[config.mk]
export PLATFORM = sky130hd
export DESIGN_NAME = dac_sched
export DESIGN_NICKNAME = d
export VERILOG_FILES = /design/src/rtl/dac_sched_pkg.sv /design/src/rtl/dac_tick_gen.sv /design/src/rtl/dac_sched.sv
export SDC_FILE = /design/constraint.sdc
export NUM_CORES = 1
export LEC_CHECK = 0
export CAP_MARGIN = 20
export CORE_UTILIZATION = 36
export CTS_CLUSTER_SIZE = 14
export DETAILED_ROUTE_END_ITERATION = 7
export PLACE_DENSITY = 0.74
export SLEW_MARGIN = 10
export SYNTH_ARGS = -nofsm -noshare
export SYNTH_HDL_FRONTEND = slang
export SYNTH_SLANG_ARGS = --single-unit
[constraint.sdc]
create_clock -name mclk -period 2.3 [get_ports mclk]
set_input_delay 0.46 -clock mclk [delete_from_list [all_inputs] [get_ports mclk]]
set_output_delay 0.46 -clock mclk [all_outputs]
set_load 0.005 [all_outputs]
[src/rtl/dac_sched_pkg.sv]
// Shared definitions for the DAC sample scheduler: FSM encoding and default sample width.
package dac_sched_pkg;

    localparam int DAC_DATA_NBIT = 20;

    typedef enum logic [2:0] {
        IDLE  = 3'd0,
        FETCH = 3'd1,
        LOAD  = 3'd2,
        PUSH  = 3'd3,
        HOLD  = 3'd4
    } state_t;

endpackage

[src/rtl/dac_tick_gen.sv]
// Sample-period divider: emits one tick every period+1 mclk cycles.
module dac_tick_gen #(
    parameter int DIV_NBIT = 16
) (
    input  logic                mclk,
    input  logic                rst_n,
    input  logic                clr,
    input  logic [DIV_NBIT-1:0] period,
    output logic                tick
);

    logic [DIV_NBIT-1:0] count;

    assign tick = (count == period);

    always_ff @(posedge mclk or negedge rst_n) begin
        if (!rst_n) begin
            count <= '0;
        end else if (clr || tick) begin
            count <= '0;
        end else begin
            count <= count + 1'b1;
        end
    end

endmodule

[src/rtl/dac_sched.sv]
// Waveform playback scheduler: fetches samples from memory, pushes them to the
// DAC serializer FIFO and fires dac_start once per sample period.
module dac_sched
    import dac_sched_pkg::*;
#(
    parameter int DATA_NBIT = DAC_DATA_NBIT,
    parameter int ADDR_NBIT = 10,
    parameter int DIV_NBIT  = 16
) (
    input  logic                 mclk,
    input  logic                 rst_n,
    input  logic                 cfg_en,
    input  logic [ADDR_NBIT-1:0] cfg_start_addr,
    input  logic [ADDR_NBIT-1:0] cfg_end_addr,
    input  logic                 cfg_loop,
    input  logic [DIV_NBIT-1:0]  cfg_period,
    output logic                 mem_rd,
    output logic [ADDR_NBIT-1:0] mem_addr,
    input  logic [DATA_NBIT-1:0] mem_rdata,
    output logic                 tx_dv,
    output logic [DATA_NBIT-1:0] tx_data,
    input  logic                 tx_waitrequest,
    output logic                 dac_start,
    output logic                 busy,
    output logic                 done,
    output logic                 underrun
);

    state_t               state;
    state_t               state_nxt;
    logic                 en_prev;
    logic [ADDR_NBIT-1:0] addr;
    logic [ADDR_NBIT-1:0] start_q;
    logic [ADDR_NBIT-1:0] end_q;
    logic                 loop_q;
    logic [DIV_NBIT-1:0]  period_q;
    logic [DATA_NBIT-1:0] data_q;

    logic en_rise;
    logic at_end;
    logic tick;
    logic latch_cfg;
    logic load_data;
    logic addr_step;
    logic addr_reload;

    assign en_rise  = cfg_en & ~en_prev;
    assign at_end   = (addr == end_q);
    assign busy     = (state != IDLE);
    assign mem_addr = addr;
    assign tx_data  = data_q;

    // Counter is held cleared while idle, so it restarts at 0 on the cycle playback begins.
    dac_tick_gen #(
        .DIV_NBIT(DIV_NBIT)
    ) u_tick_gen (
        .mclk  (mclk),
        .rst_n (rst_n),
        .clr   (state == IDLE),
        .period(period_q),
        .tick  (tick)
    );

    always_ff @(posedge mclk or negedge rst_n) begin
        if (!rst_n) begin
            state <= IDLE;
        end else begin
            state <= state_nxt;
        end
    end

    // Dropping cfg_en aborts everywhere except PUSH, where the pending transfer
    // must finish first so tx_dv never falls while the FIFO is stalling.
    always_comb begin
        state_nxt   = state;
        mem_rd      = 1'b0;
        tx_dv       = 1'b0;
        dac_start   = 1'b0;
        done        = 1'b0;
        underrun    = 1'b0;
        latch_cfg   = 1'b0;
        load_data   = 1'b0;
        addr_step   = 1'b0;
        addr_reload = 1'b0;
        unique case (state)
            IDLE: begin
                if (en_rise) begin
                    latch_cfg = 1'b1;
                    state_nxt = FETCH;
                end
            end
            FETCH: begin
                mem_rd    = 1'b1;
                underrun  = tick;
                state_nxt = cfg_en ? LOAD : IDLE;
            end
            LOAD: begin
                underrun = tick;
                if (cfg_en) begin
                    load_data = 1'b1;
                    state_nxt = PUSH;
                end else begin
                    state_nxt = IDLE;
                end
            end
            PUSH: begin
                tx_dv    = 1'b1;
                underrun = tick;
                if (!tx_waitrequest) begin
                    state_nxt = cfg_en ? HOLD : IDLE;
                end
            end
            HOLD: begin
                if (!cfg_en) begin
                    state_nxt = IDLE;
                end else if (tick) begin
                    dac_start = 1'b1;
                    if (!at_end) begin
                        addr_step = 1'b1;
                        state_nxt = FETCH;
                    end else if (loop_q) begin
                        addr_reload = 1'b1;
                        state_nxt   = FETCH;
                    end else begin
                        done      = 1'b1;
                        state_nxt = IDLE;
                    end
                end
            end
            default: begin
                state_nxt = IDLE;
            end
        endcase
    end

    always_ff @(posedge mclk or negedge rst_n) begin
        if (!rst_n) begin
            en_prev  <= 1'b0;
            start_q  <= '0;
            end_q    <= '0;
            loop_q   <= 1'b0;
            period_q <= '0;
            addr     <= '0;
        end else begin
            en_prev <= cfg_en;
            if (latch_cfg) begin
                start_q  <= cfg_start_addr;
                end_q    <= cfg_end_addr;
                loop_q   <= cfg_loop;
                period_q <= cfg_period;
                addr     <= cfg_start_addr;
            end else if (addr_reload) begin
                addr <= start_q;
            end else if (addr_step) begin
                // Natural wrap lets start > end play through the top of memory.
                addr <= addr + 1'b1;
            end
        end
    end

    always_ff @(posedge mclk or negedge rst_n) begin
        if (!rst_n) begin
            data_q <= '0;
        end else if (load_data) begin
            data_q <= mem_rdata;
        end
    end

endmodule

# ---- After elaboration in Yosys (flattened, before gate mapping)
# Index checks and enable logic that the tools add are counted.
dict set report totals {
  ff_bits 87
  in_bits 61
  out_inout_bits 36
  elab_cells 66
}
dict set report classes {
  n_addsub 2
  eq_ne 9
  muxes 38
  bitwise 2
  reduce_logical 6
}
# operator n
set ops {}
lappend ops {{10-bit 2-to-1 mux} 3}
lappend ops {{1-bit 2-to-1 mux} 26}
lappend ops {{16-bit by 1-bit adder with 16-bit output, second input constant} 1}
lappend ops {{16-bit == test} 1}
lappend ops {{16-bit 2-to-1 mux} 1}
lappend ops {{3-bit 2-to-1 mux} 5}
lappend ops {{3-bit one-hot mux with 5 select lines} 1}
lappend ops {{10-bit by 1-bit adder with 10-bit output, second input constant} 1}
lappend ops {{10-bit == test} 1}
lappend ops {{3-bit by 2-bit == test with 1-bit output, second input constant} 2}
lappend ops {{3-bit nonzero test} 2}
lappend ops {{2-bit 2-to-1 mux} 2}
lappend ops {{2-bit inequality test, second input constant} 2}
lappend ops {{3-bit by 1-bit == test with 1-bit output, second input constant} 1}
lappend ops {{3-bit == test, second input constant} 1}
lappend ops {{3-bit logical NOT} 1}
lappend ops {{3-bit by 2-bit inequality test with 1-bit output, second input constant} 1}
lappend ops {{3-bit AND reduction} 1}
lappend ops {{3-bit OR reduction} 1}
lappend ops {{1-bit bitwise AND} 1}
lappend ops {{1-bit logical OR} 1}
lappend ops {{1-bit NOT} 1}

# ---- Longest topological paths before layout
dict set report depth {
  word_depth 8
  mapped_depth 9
  mapped_depth_nobuf 7
}

# ---- Modules after synthesis
# From an unflattened synthesis, not the netlist that was laid out.
dict set report hier_totals {
  hier_cells 431
  area_unflattened_um2 4259.1
}
# mod instances cells_per_inst area_each_um2 seq_area_each_um2
set by_module_without_submodules {}
lappend by_module_without_submodules {dac_sched 1 331 3276.9 1776.7}
lappend by_module_without_submodules {dac_tick_gen 1 100 982.2 400.4}

# ---- Worst setup path before layout
# No wires, ideal clock.
dict set report synth_path {
  kind {register -> register}
  start {register u_tick_gen.count[8]}
  end {register addr[1] (netlist: mem_addr[1])}
  setup_ns 0.123
  arrival_ns 2.033
  required_ns 2.177
  slack_ns 0.145
  stages_incl_launch_ff 7
  n_path_buf 0
  period_less_slack_ns 2.155
  path_cell_list {dfrtp_1 xor2_1 nor4_2 nand4_2 nor4b_4 mux2_2 o221a_2}
}
dict set report synth_between {
  elab_chain_cells 6
  elab_cells_between_ends 10
  cone_classes {eq/ne: 1; mux: 8; reduce/logical: 1}
}
# element line_no
set synth_lines {}
lappend synth_lines {{start: declaration} dac_tick_gen.sv:12} ;# logic [DIV_NBIT-1:0] count;
lappend synth_lines {{start signal: assignment} dac_tick_gen.sv:22} ;# count <= count + 1'b1;
lappend synth_lines {{16-bit == test (*)} dac_tick_gen.sv:14} ;# assign tick = (count == period);
lappend synth_lines {{1-bit 2-to-1 mux} dac_sched.sv:116} ;# end else if (tick) begin
lappend synth_lines {{1-bit 2-to-1 mux} dac_sched.sv:114} ;# if (!cfg_en) begin
lappend synth_lines {{1-bit 2-to-1 mux} dac_sched.sv:85} ;# unique case (state)
lappend synth_lines {{10-bit 2-to-1 mux} dac_sched.sv:152} ;# end else if (addr_reload) begin
lappend synth_lines {{10-bit 2-to-1 mux} dac_sched.sv:146} ;# if (latch_cfg) begin
lappend synth_lines {{end signal: assignment} dac_sched.sv:151} ;# addr <= cfg_start_addr;
lappend synth_lines {{end signal: assignment} dac_sched.sv:153} ;# addr <= start_q;
lappend synth_lines {{end signal: assignment} dac_sched.sv:156} ;# addr <= addr + 1'b1;
lappend synth_lines {{end: declaration} dac_sched.sv:32} ;# logic [ADDR_NBIT-1:0] addr;
# Mark *: on every way between the ends. The rest lies on a longest branch, timed or not.
# A chain may end at the register's enable or synchronous reset.

# ---- Worst setup path after layout
dict set report layout_path {
  start {register u_tick_gen.count[14]}
  end {output port done}
}
dict set report layout_between {
  elab_chain_cells 4
}
# element line_no
set layout_lines {}
lappend layout_lines {{16-bit == test} dac_tick_gen.sv:14}
lappend layout_lines {{1-bit 2-to-1 mux} dac_sched.sv:116}
lappend layout_lines {{1-bit 2-to-1 mux} dac_sched.sv:114}
lappend layout_lines {{1-bit 2-to-1 mux} dac_sched.sv:85}
lappend layout_lines {{end: declaration} dac_sched.sv:25} ;# output logic done,
# No other way between the ends.

==> run_results.csv <==
group,metric,value,unit
timing,finalCriticalPeriod,2.39,ns
finish,final_util,54.1,%
placed_design,placement.setup.worst_slack,-0.128,ns
placed_design,dp.final_hpwl,7540,um
logic_synthesis,post_synth_inst_count,408,
die,floorplan.die_area,11900,um2
timing,count_of_endpoints_failing_hold_in_the_final_timing_report,0,
logic_synthesis,synth-main-ff-cell,"dfrtp_1",
die,floorplan.io_pins,97,
die,site_row_count,38,
pwr,peakVddDrop,0.568,mV
placed_design,port-buffer-count,96,
timing,min_period_over_period,104,%
clock_tree,cts_tree,"built",
logic_synthesis,synth.avg_cell_area,10.1,um2
logic_synthesis,ys_warn_count,0,
setup_path,biggest_fanout_along_the_worst_timing_path,2,
pwr,power.share.clock,21.8,%
placed_design,dpl_cell_area,5550,um2
pwr,power_report.internal_total,0.00448,W
global_routing,overflow,0,
global_routing,grt_usage,19.3,%
clock_tree,cts_hold_buffers,0,
clock_tree,tritoncts.num_buffers,9,
timing,clock-skew-final,0.00591,ns
setup_path,worst_setup_path_end_kind,"output port",
timing,fin_setup_tns,-0.529,ns
detailed_routing,detail_route.drc_violations,0,
pwr,leakage,2.77,nW
logic_synthesis,synthDistinctLibCells,43,
outcome,violated_checks,"negative setup slack",
logic_synthesis,synth.cell_area,4130,um2
detailed_routing,detail_route.wirelength,10300,um
logic_synthesis,synth_nets,471,
pwr,p_comb_share,39.6,%
logic_synthesis,synthTopCellsByArea,"dfrtp_1 53%, nand2_1 11%, mux2_2 5.7%",
detailed_routing,detail-route-antenna-nets,0,
die,start_util,37.5,%
timing,final.setup.worst_slack,-0.0918,ns
setup_path,crit_arrival,1.93,ns
detailed_routing,route.detailed.wl_per_inst,14.9,um
global_routing,grt_antenna_before_repair,0,
global_routing,grt_pass1_wl,17600,um
detailed_routing,drt-vias-per-instance,4.90,
finish,syn2layout_area_growth,44.4,%
timing,final_max_slew_viol_count,0,
global_routing,grt_start_max_net_pins,50,
pwr,switching_share_of_total_power,32.3,%
timing,fmax,0.418,GHz
detailed_routing,detail_route.first_pass.iterations,4,
logic_synthesis,part_of_the_yosys_area_used_for_sequential_elements,52.7,%
clock_tree,maximum_clock_path_buffer_count,2,
global_routing,first_global_vias,3701,
min_path,hold_path.class,"in2async",
setup_path,worst-endpoint-required,1.84,ns
logic_synthesis,synth_most_common_cell,"nand2_1",
logic_synthesis,synthDominantCellAreaShare,52.7,%
clock_tree,cts_num_sinks,87,
die,height_of_the_die,109,um
logic_synthesis,synth_largest_area_cell,"dfrtp_1",
pwr,seqPwrFrac,38.6,%
detailed_routing,vias,3401,
setup_path,critical_path_class,"reg2out",
finish,share_of_post_route_cells_with_drive_strength_above_1,19.5,%
run,cap_viol_max_count,0,
clock_tree,root_buffer,"clkbuf_16",
pwr,powerDensity,1110,nW/um2
finish,insertedDiodeCount,0,
clock_tree,cts.clk_slew.worst_paths,0.06,ns
finish,final_design_area_no_fill,5970,um2
pwr,power.net_switching,0.00214,W
timing,worst_pin_slew,0.529,ns
timing,final_setup_violating_endpoints,12,
clock_tree,clk-insertion-delay-late,0.34,ns
placed_design,place.gp.congestion,0.796,
die,floorplan.core_area,11000,um2
clock_tree,htree_levels,3,
logic_synthesis,synth_common_cells,"119 x nand2_1, 87 x dfrtp_1, 26 x xor2_1",
pwr,design_power_total,0.00662,W
detailed_routing,initialDrtViolationCount,174,
finish,finish.net_count,612,
setup_path,cp-start-kind,"register",
logic_synthesis,synth_enable_flop_cells,0,
timing,unrepaired_setup_endpoints_after_global_routing,"yes",
die,die_width,109,um
logic_synthesis,synth_async_sr_flop_share,100,%
logic_synthesis,synth_seq_cells,87,
outcome,outcome,"finished with violations",
timing,relSlewSlack,64.6,%
timing repair:
item                                    CTS  global route
endpoints found under the setup margin   12            13
pin swaps                                10             1
gates cloned                              1             0
gates resized for setup                  28             3
setup buffers                             3             3
power by group through the flow:
| stage | clock network [W] | registers (W) | logic, W |
|---|---|---|---|
| floorplan | 0 | 0.00257 | 0.00130 |
| global placement | 0 | 0.00254 | 0.00249 |
| detailed placement | 0 | 0.00258 | 0.00256 |
| CTS | 0.00148 | 0.00256 | 0.00262 |
| global route | 0.00154 | 0.00263 | 0.00293 |
| finish | 0.00144 | 0.00256 | 0.00262 |
final timing paths:
check                                     start              endpoint  slack, ns  depth (start not counted)
min in group mclk                    start_q[2]            start_q[2]       0.47                          2
max                        u_tick_gen.count[14]                  done      -0.09                          7
min                                       rst_n  u_tick_gen.count[12]        0.1                          1
max in group asynchronous                 rst_n              state[2]       1.55                          2
min reg2reg                          start_q[2]            start_q[2]       0.47                          2
max reg2reg                u_tick_gen.count[14]           mem_addr[5]      -0.07                          9
layout make-up:
type	count	area, um2
inverter	7	26.3
sequential	87	2180
multi-input combinational	294	1880
clock buffer	13	250
fill	972	5060
tap	140	175
timing repair buffer	150	1410
clock inverter	3	42.5
through the flow:
stage | hold slack [ns] | std cells
global placement | 0.447 | 671
floorplan | 0.164 | 408
CTS | 0.114 | 691
global route | 0.139 | 694
detailed placement | 0.466 | 671
finish | 0.0988 | 694
state kept, by name, summed over array words and instances, names as in the netlist:
register / count
en_prev: 1
end_q: 10
loop_q: 1
mem_addr: 10
period_q: 16
start_q: 10
state: 3
tx_data: 20
u_tick_gen.count: 16
routing by layer:
| layer | global-route usage, % | vias up | wire (um) |
|---|---|---|---|
| li1 | - | 1656 | - |
| met1 | 24.1 | 1614 | 4580 |
| met2 | 30.7 | 120 | 4790 |
| met3 | 6.16 | 11 | 848 |
| met4 | 7.92 | 0 | 111 |
| met5 | 0 | - | 0 |
placed cells by master (no fill, tap or decap), drive strengths merged, types with 2 or more instances in the layout:
cell,synthesis,final
nand4,6,6
nor4,5,5
clkdlybuf4s50,0,91
nand3,18,18
xor2,26,26
o221ai,2,2
mux2,21,21
clkbuf,12,13
o21ai,5,5
a32oi,2,2
buf,8,58
inv,7,7
dfrtp,87,87
xnor2,17,17
ha,2,2
nor3b,3,3
nor3,5,5
or3,4,4
nor2,19,19
nand2b,2,2
and2,2,2
and3,2,2
a21oi,4,4
nand2,119,119
and4,3,3
o211ai,4,4
a211oi,2,2
mux2i,10,10
critical path, stage by stage, from the launching register on:
cell,delay [ns]
dfrtp_1,0.40
xor2_1,0.18
nor4_2,0.33
nand4_2,0.17
buf_6,0.16
nor2_4,0.11
and2_4,0.16
buf_6,0.08
kinds of logic (layout without fill, tap and decap cells):
| group | count (synthesis) | after routing | share of synthesized area [%] |
|---|---|---|---|
| xor gates and xnor gates | 43 | 43 | 9.11 |
| adders and majority gates | 2 | 2 | 0.605 |
| muxes | 31 | 31 | 8.14 |
| AOI/OAI and AO/OA | 25 | 25 | 4.33 |
| and+or+nand+nor | 193 | 193 | 22.0 |
| buffers and inverters | 27 | 173 | 3.15 |
| DFF | 87 | 87 | 52.7 |
No activity file was read; power rests on OpenSTA's default activity.
